### src/rtl/router_out_reader.sv
// Egress reader for one router output port: drains the port FIFO one packet at a time,
// streams payload bytes to the sink, checks parity and keeps packet/error counters.
module router_out_reader #(
  parameter int unsigned READ_DELAY = 0,
  parameter int unsigned CNT_W      = 16
) (
  input  logic             clk,
  input  logic             rstn,
  input  logic             vld_out,
  input  logic [7:0]       data_out,
  input  logic             s_rst,
  input  logic             sink_rdy,
  output logic             r_enb,
  output logic [7:0]       byte_out,
  output logic             byte_vld,
  output logic [1:0]       pkt_addr,
  output logic [5:0]       pkt_len,
  output logic             pkt_done,
  output logic             pkt_err,
  output logic             pkt_abort,
  output logic [CNT_W-1:0] pkt_cnt,
  output logic [CNT_W-1:0] err_cnt
);

  localparam int unsigned DLY_W = 5;
  localparam int unsigned LEN_W = 6;
  // First read lands READ_DELAY cycles after vld_out rises; 0 and 1 both skip WAIT.
  localparam logic             SKIP_WAIT = (READ_DELAY <= 1);
  localparam logic [DLY_W-1:0] DLY_LAST  = DLY_W'((READ_DELAY > 1) ? READ_DELAY - 1 : 0);

  typedef enum logic [2:0] {IDLE, WAIT, HDR, BODY, PAR, DONE} state_t;

  state_t           state, state_nxt;
  logic [DLY_W-1:0] dly_cnt;
  logic [LEN_W-1:0] issued, rcvd;
  logic [7:0]       parity;
  logic             rd_pend;
  logic             abort_c, hdr_cap_c, par_chk_c, par_bad_c;

  function automatic logic [CNT_W-1:0] sat_inc(input logic [CNT_W-1:0] v);
    return (&v) ? v : v + CNT_W'(1);
  endfunction

  assign par_bad_c = (data_out != parity) || (pkt_len == '0);

  always_ff @(posedge clk) begin
    if (!rstn) state <= IDLE;
    else       state <= state_nxt;
  end

  always_comb begin
    state_nxt = state;
    if (abort_c) begin
      state_nxt = IDLE;
    end else begin
      case (state)
        IDLE: if (vld_out) state_nxt = SKIP_WAIT ? HDR : WAIT;
        WAIT: begin
          if (!vld_out)                              state_nxt = IDLE;
          else if (dly_cnt + DLY_W'(1) == DLY_LAST)  state_nxt = HDR;
        end
        HDR:  if (hdr_cap_c) state_nxt = (data_out[7:2] == '0) ? PAR : BODY;
        BODY: if (byte_vld && (rcvd + LEN_W'(1) == pkt_len)) state_nxt = PAR;
        PAR:  if (par_chk_c) state_nxt = DONE;
        DONE: state_nxt = IDLE;
        default: state_nxt = IDLE;
      endcase
    end
  end

  // Read strobe and byte strobe follow s_rst combinationally so an abort takes effect in-cycle.
  always_comb begin
    r_enb     = 1'b0;
    byte_vld  = 1'b0;
    abort_c   = 1'b0;
    hdr_cap_c = 1'b0;
    par_chk_c = 1'b0;
    if (s_rst) begin
      abort_c = (state != IDLE) && (state != DONE);
    end else begin
      case (state)
        HDR: begin
          r_enb     = vld_out & ~rd_pend;
          hdr_cap_c = rd_pend;
        end
        BODY: begin
          r_enb    = vld_out & sink_rdy & (issued != pkt_len);
          byte_vld = rd_pend;
        end
        PAR: begin
          r_enb     = vld_out & ~rd_pend;
          par_chk_c = rd_pend;
        end
        default: ;
      endcase
    end
    byte_out = byte_vld ? data_out : 8'h00;
  end

  always_ff @(posedge clk) begin
    if (!rstn) begin
      rd_pend   <= 1'b0;
      dly_cnt   <= '0;
      issued    <= '0;
      rcvd      <= '0;
      parity    <= '0;
      pkt_addr  <= '0;
      pkt_len   <= '0;
      pkt_done  <= 1'b0;
      pkt_err   <= 1'b0;
      pkt_abort <= 1'b0;
      pkt_cnt   <= '0;
      err_cnt   <= '0;
    end else begin
      rd_pend   <= r_enb;
      pkt_done  <= par_chk_c;
      pkt_err   <= par_chk_c & par_bad_c;
      pkt_abort <= abort_c;
      dly_cnt   <= (state == WAIT && vld_out) ? dly_cnt + DLY_W'(1) : '0;
      if (par_chk_c && !par_bad_c) pkt_cnt <= sat_inc(pkt_cnt);
      if (abort_c || (par_chk_c && par_bad_c)) err_cnt <= sat_inc(err_cnt);
      if (hdr_cap_c) begin
        pkt_len  <= data_out[7:2];
        pkt_addr <= data_out[1:0];
        parity   <= data_out;
        issued   <= '0;
        rcvd     <= '0;
      end else begin
        if (state == BODY && r_enb) issued <= issued + LEN_W'(1);
        if (byte_vld) begin
          parity <= parity ^ data_out;
          rcvd   <= rcvd + LEN_W'(1);
        end
      end
    end
  end

endmodule

### config.mk
export PLATFORM = sky130hd
export DESIGN_NAME = router_out_reader
export DESIGN_NICKNAME = d
export VERILOG_FILES = /design/src/rtl/router_out_reader.sv
export SDC_FILE = /design/constraint.sdc
export NUM_CORES = 1
export LEC_CHECK = 0
export CORE_MARGIN = 1
export CORE_UTILIZATION = 39
export CTS_BUF_LIST = sky130_fd_sc_hd__clkbuf_16
export CTS_CLUSTER_SIZE = 28
export DETAILED_ROUTE_END_ITERATION = 10
export GPL_TIMING_DRIVEN = 0
export HOLD_SLACK_MARGIN = 0.03
export SKIP_CTS_REPAIR_TIMING = 1
export SYNTH_ARGS = -nofsm -noshare
export SYNTH_HDL_FRONTEND = slang
export SYNTH_SLANG_ARGS = --single-unit
### constraint.sdc
create_clock -name clk -period 3.62 [get_ports clk]
set_input_delay 0.905 -clock clk [delete_from_list [all_inputs] [get_ports clk]]
set_output_delay 0.905 -clock clk [all_outputs]
set_load 0.05 [all_outputs]
==> flow_summary.json <==
{
  "io_pins": 66,
  "synthArstFlopShare_pct": 0,
  "filler_cell_count": 906,
  "drc_errors": 0,
  "crit_fanout": 10,
  "finalHoldViolCount": 0,
  "drt-initial-drc-count": 159,
  "synth_largest_area_cell": "dfxtp_1",
  "grt-ovfl-total": 0,
  "synth_common_cells": "dfxtp_1 (72), nor2_1 (58), nand2_1 (40), xnor2_1 (40), a21oi_1 (26)",
  "syn_inst": 444,
  "syn2layout_area_growth_pct": 30.8,
  "max-slew-margin-rel_pct": 51.9,
  "synth_edf_count": 0,
  "status": "finished clean",
  "die_y_um": 99.9,
  "route.met3.wl_um": 411,
  "worstSetupStartpointType": "input pin",
  "grt_pass1_vias": 3208,
  "clockBufferDepth": 2,
  "dr.pass1.iters": 4,
  "synth_compound_area_share_pct": 13.1,
  "met1Wirelength_mm": 4.29,
  "hold_class": "flip-flop to flip-flop",
  "skew_ps": 5.76,
  "grt_pass1_wl_mm": 15.5,
  "cts_htree_levels": 3,
  "row_count": 35,
  "yosysUniqueCellTypes": 52,
  "synth_area_um2": 3740,
  "synth_xor_area_share_pct": 12.2,
  "total_power_mw": 2.08,
  "design.core.area_um2": 9280,
  "clk-insertion-delay-late_ps": 330,
  "max_cap_violations": 0,
  "period_share_pct": 97.2,
  "yosysSeqAreaShare_pct": 38.5,
  "avgSynthCellArea_um2": 8.42,
  "synth-simple-area-share_pct": 29.3,
  "reg2reg_slack_ps": 1400,
  "die_area_um2": 9990,
  "postLayoutCellArea_um2": 4890,
  "antenna_found_initial": 0,
  "cp.required_ps": 2710,
  "synth_top_area_share_pct": 38.5,
  "synth_most_common_cell": "dfxtp_1",
  "setup_viol": 0,
  "detail-route-antenna-nets": 0,
  "start_util_pct": 40.3,
  "hpwl_mm": 6.85,
  "synthFlopType": "dfxtp_1",
  "post_dp_cell_area_um2": 4540,
  "die_w_um": 99.9,
  "synth_top_family_by_area": "simple AND/OR/NAND/NOR gates",
  "cp.arrival_ps": 2610,
  "cts_tree": "yes",
  "synth_seq_cells": 72,
  "viasPerCell": 5.23,
  "vdd_drop_max_mv": 0.211,
  "period_needed_ps": 3520,
  "worstSetupPathType": "input pin to output pin",
  "top_layer": "met4",
  "cts.sinks": 72,
  "num_vias": 3420,
  "synth_area_leaders": "dfxtp_1 (39%), xnor2_1 (9.4%), nor2_1 (5.8%)",
  "fmax_ghz": 0.284,
  "powerDensity_nw_per_um2": 425,
  "gp_congestion": 0.848,
  "grt_max_degree": 14,
  "cts_root_buf": "clkbuf_16",
  "nets": 539,
  "wl_per_cell_um": 14.1,
  "synthAdderAreaFrac_pct": 2.01,
  "muxShareOfSynthArea_pct": 2.41,
  "wl_met2_mm": 4.41,
  "totalWireLength_mm": 9.23,
  "portBuffers": 64,
  "worst_pin_slew_ps": 715,
  "antennaDiodeCount": 0,
  "clk_pin_slew_worst_paths_ps": 60,
  "power.leakage_nw": 1.86,
  "post_route_cells_drive_above_1_share_pct": 8.38,
  "slew_viol_final": 0,
  "rsz0062_at_grt": "false",
  "cts_made_buffers": 9,
  "ys_warn_count": 0,
  "synth.net_count": 463,
  "worstSetupEndpointType": "output pin",
  "grt.total_usage_pct": 19.7
}
final timing paths:
check	startpoint	to	cells past startpoint
worst max register to register	state[2]	issued[5]	7
worst min-delay path	pkt_addr[1]	pkt_addr[1]	2
worst min register to register	pkt_addr[1]	pkt_addr[1]	2
worst max-delay path	s_rst	byte_out[6]	7
report_power, final:
group	total (mW)	internal [mW]	switching, mW
Sequential	0.839	0.812	0.0270
Clock	0.952	0.604	0.348
Combinational	0.290	0.105	0.184
area by class of cell:
cell class / count / area, um^2 / share of cell area, %
plain buffers: 16 / 77.6 / 1.59
multi-input cells: 352 / 2230 / 45.6
clock buffers: 9 / 225 / 4.60
well taps: 129 / 161 / 3.30
inverters: 4 / 15.0 / 0.307
clock inverters: 7 / 95.1 / 1.94
flip-flops and latches: 72 / 1440 / 29.5
repair buffers: 65 / 648 / 13.2
per-layer routing:
| metal | GRT usage [%] | vias to the layer above |
|---|---|---|
| met5 | 0 | - |
| met4 | 6.56 | 0 |
| met1 | 26.1 | 1611 |
| met2 | 31.4 | 72 |
| met3 | 4.74 | 9 |
| li1 | - | 1728 |
registers in the layout, indices dropped and copies added (netlist names), 2 cells and up:
name      cells
err_cnt      16
pkt_cnt      16
parity        8
issued        6
pkt_len       6
rcvd          6
dly_cnt       5
state         3
pkt_addr      2
layout by cell type, fill, tap and decap left out, types with 3 or more instances in the layout:
| cell | netlist | routed |
|---|---|---|
| a211oi_1 | 15 | 15 |
| a21bo_2 | 4 | 4 |
| a21oi_1 | 26 | 26 |
| and2_1 | 11 | 11 |
| and3_1 | 9 | 9 |
| and4_1 | 8 | 8 |
| clkbuf_1 | 12 | 11 |
| clkbuf_16 | 0 | 9 |
| clkbuf_4 | 0 | 3 |
| clkdlybuf4s50_1 | 0 | 54 |
| dfxtp_1 | 72 | 72 |
| dlymetal6s2s_1 | 0 | 6 |
| ha_1 | 6 | 6 |
| mux2i_1 | 9 | 9 |
| nand2_1 | 40 | 40 |
| nand2b_1 | 10 | 10 |
| nand3_1 | 23 | 22 |
| nand3b_1 | 5 | 5 |
| nand4_1 | 11 | 11 |
| nor2_1 | 58 | 58 |
| nor3_1 | 13 | 13 |
| nor4_1 | 6 | 6 |
| o21ai_0 | 9 | 9 |
| xnor2_1 | 40 | 40 |
| xor2_1 | 12 | 12 |
through the flow:
step / setup slack (ps) / instances / TNS [ps] / utilization (%) / hold WS, ps
2_1_floorplan: 79.6 / 444 / 0 / - / 433
3_3_place_gp: -1130 / 637 / -7990 / 48.9 / 445
3_5_place_dp: -1150 / 637 / -8240 / 48.9 / 451
4_1_cts: -1150 / 653 / -8290 / 52.4 / 459
5_1_grt: 8.07 / 654 / 0 / 52.7 / 481
6_report: 102 / 654 / 0 / 52.7 / 454
logic make-up after synthesis:
group / Yosys count
XOR/XNOR: 52
multiplexers: 9
AND/OR/NAND/NOR: 212
AO/OA/AOI/OAI: 73
adder cells (fa/ha/maj): 6
buffers and inverters: 20
flip-flops: 72
worst max-delay path: stages:
cell	delay, ps
clkdlybuf4s50_1	510
nor2b_4	200
nand3_4	150
inv_2	150
clkbuf_4	220
and2_1	210
clkbuf_4	250
Note: power is estimated with default switching activity, not from simulation.
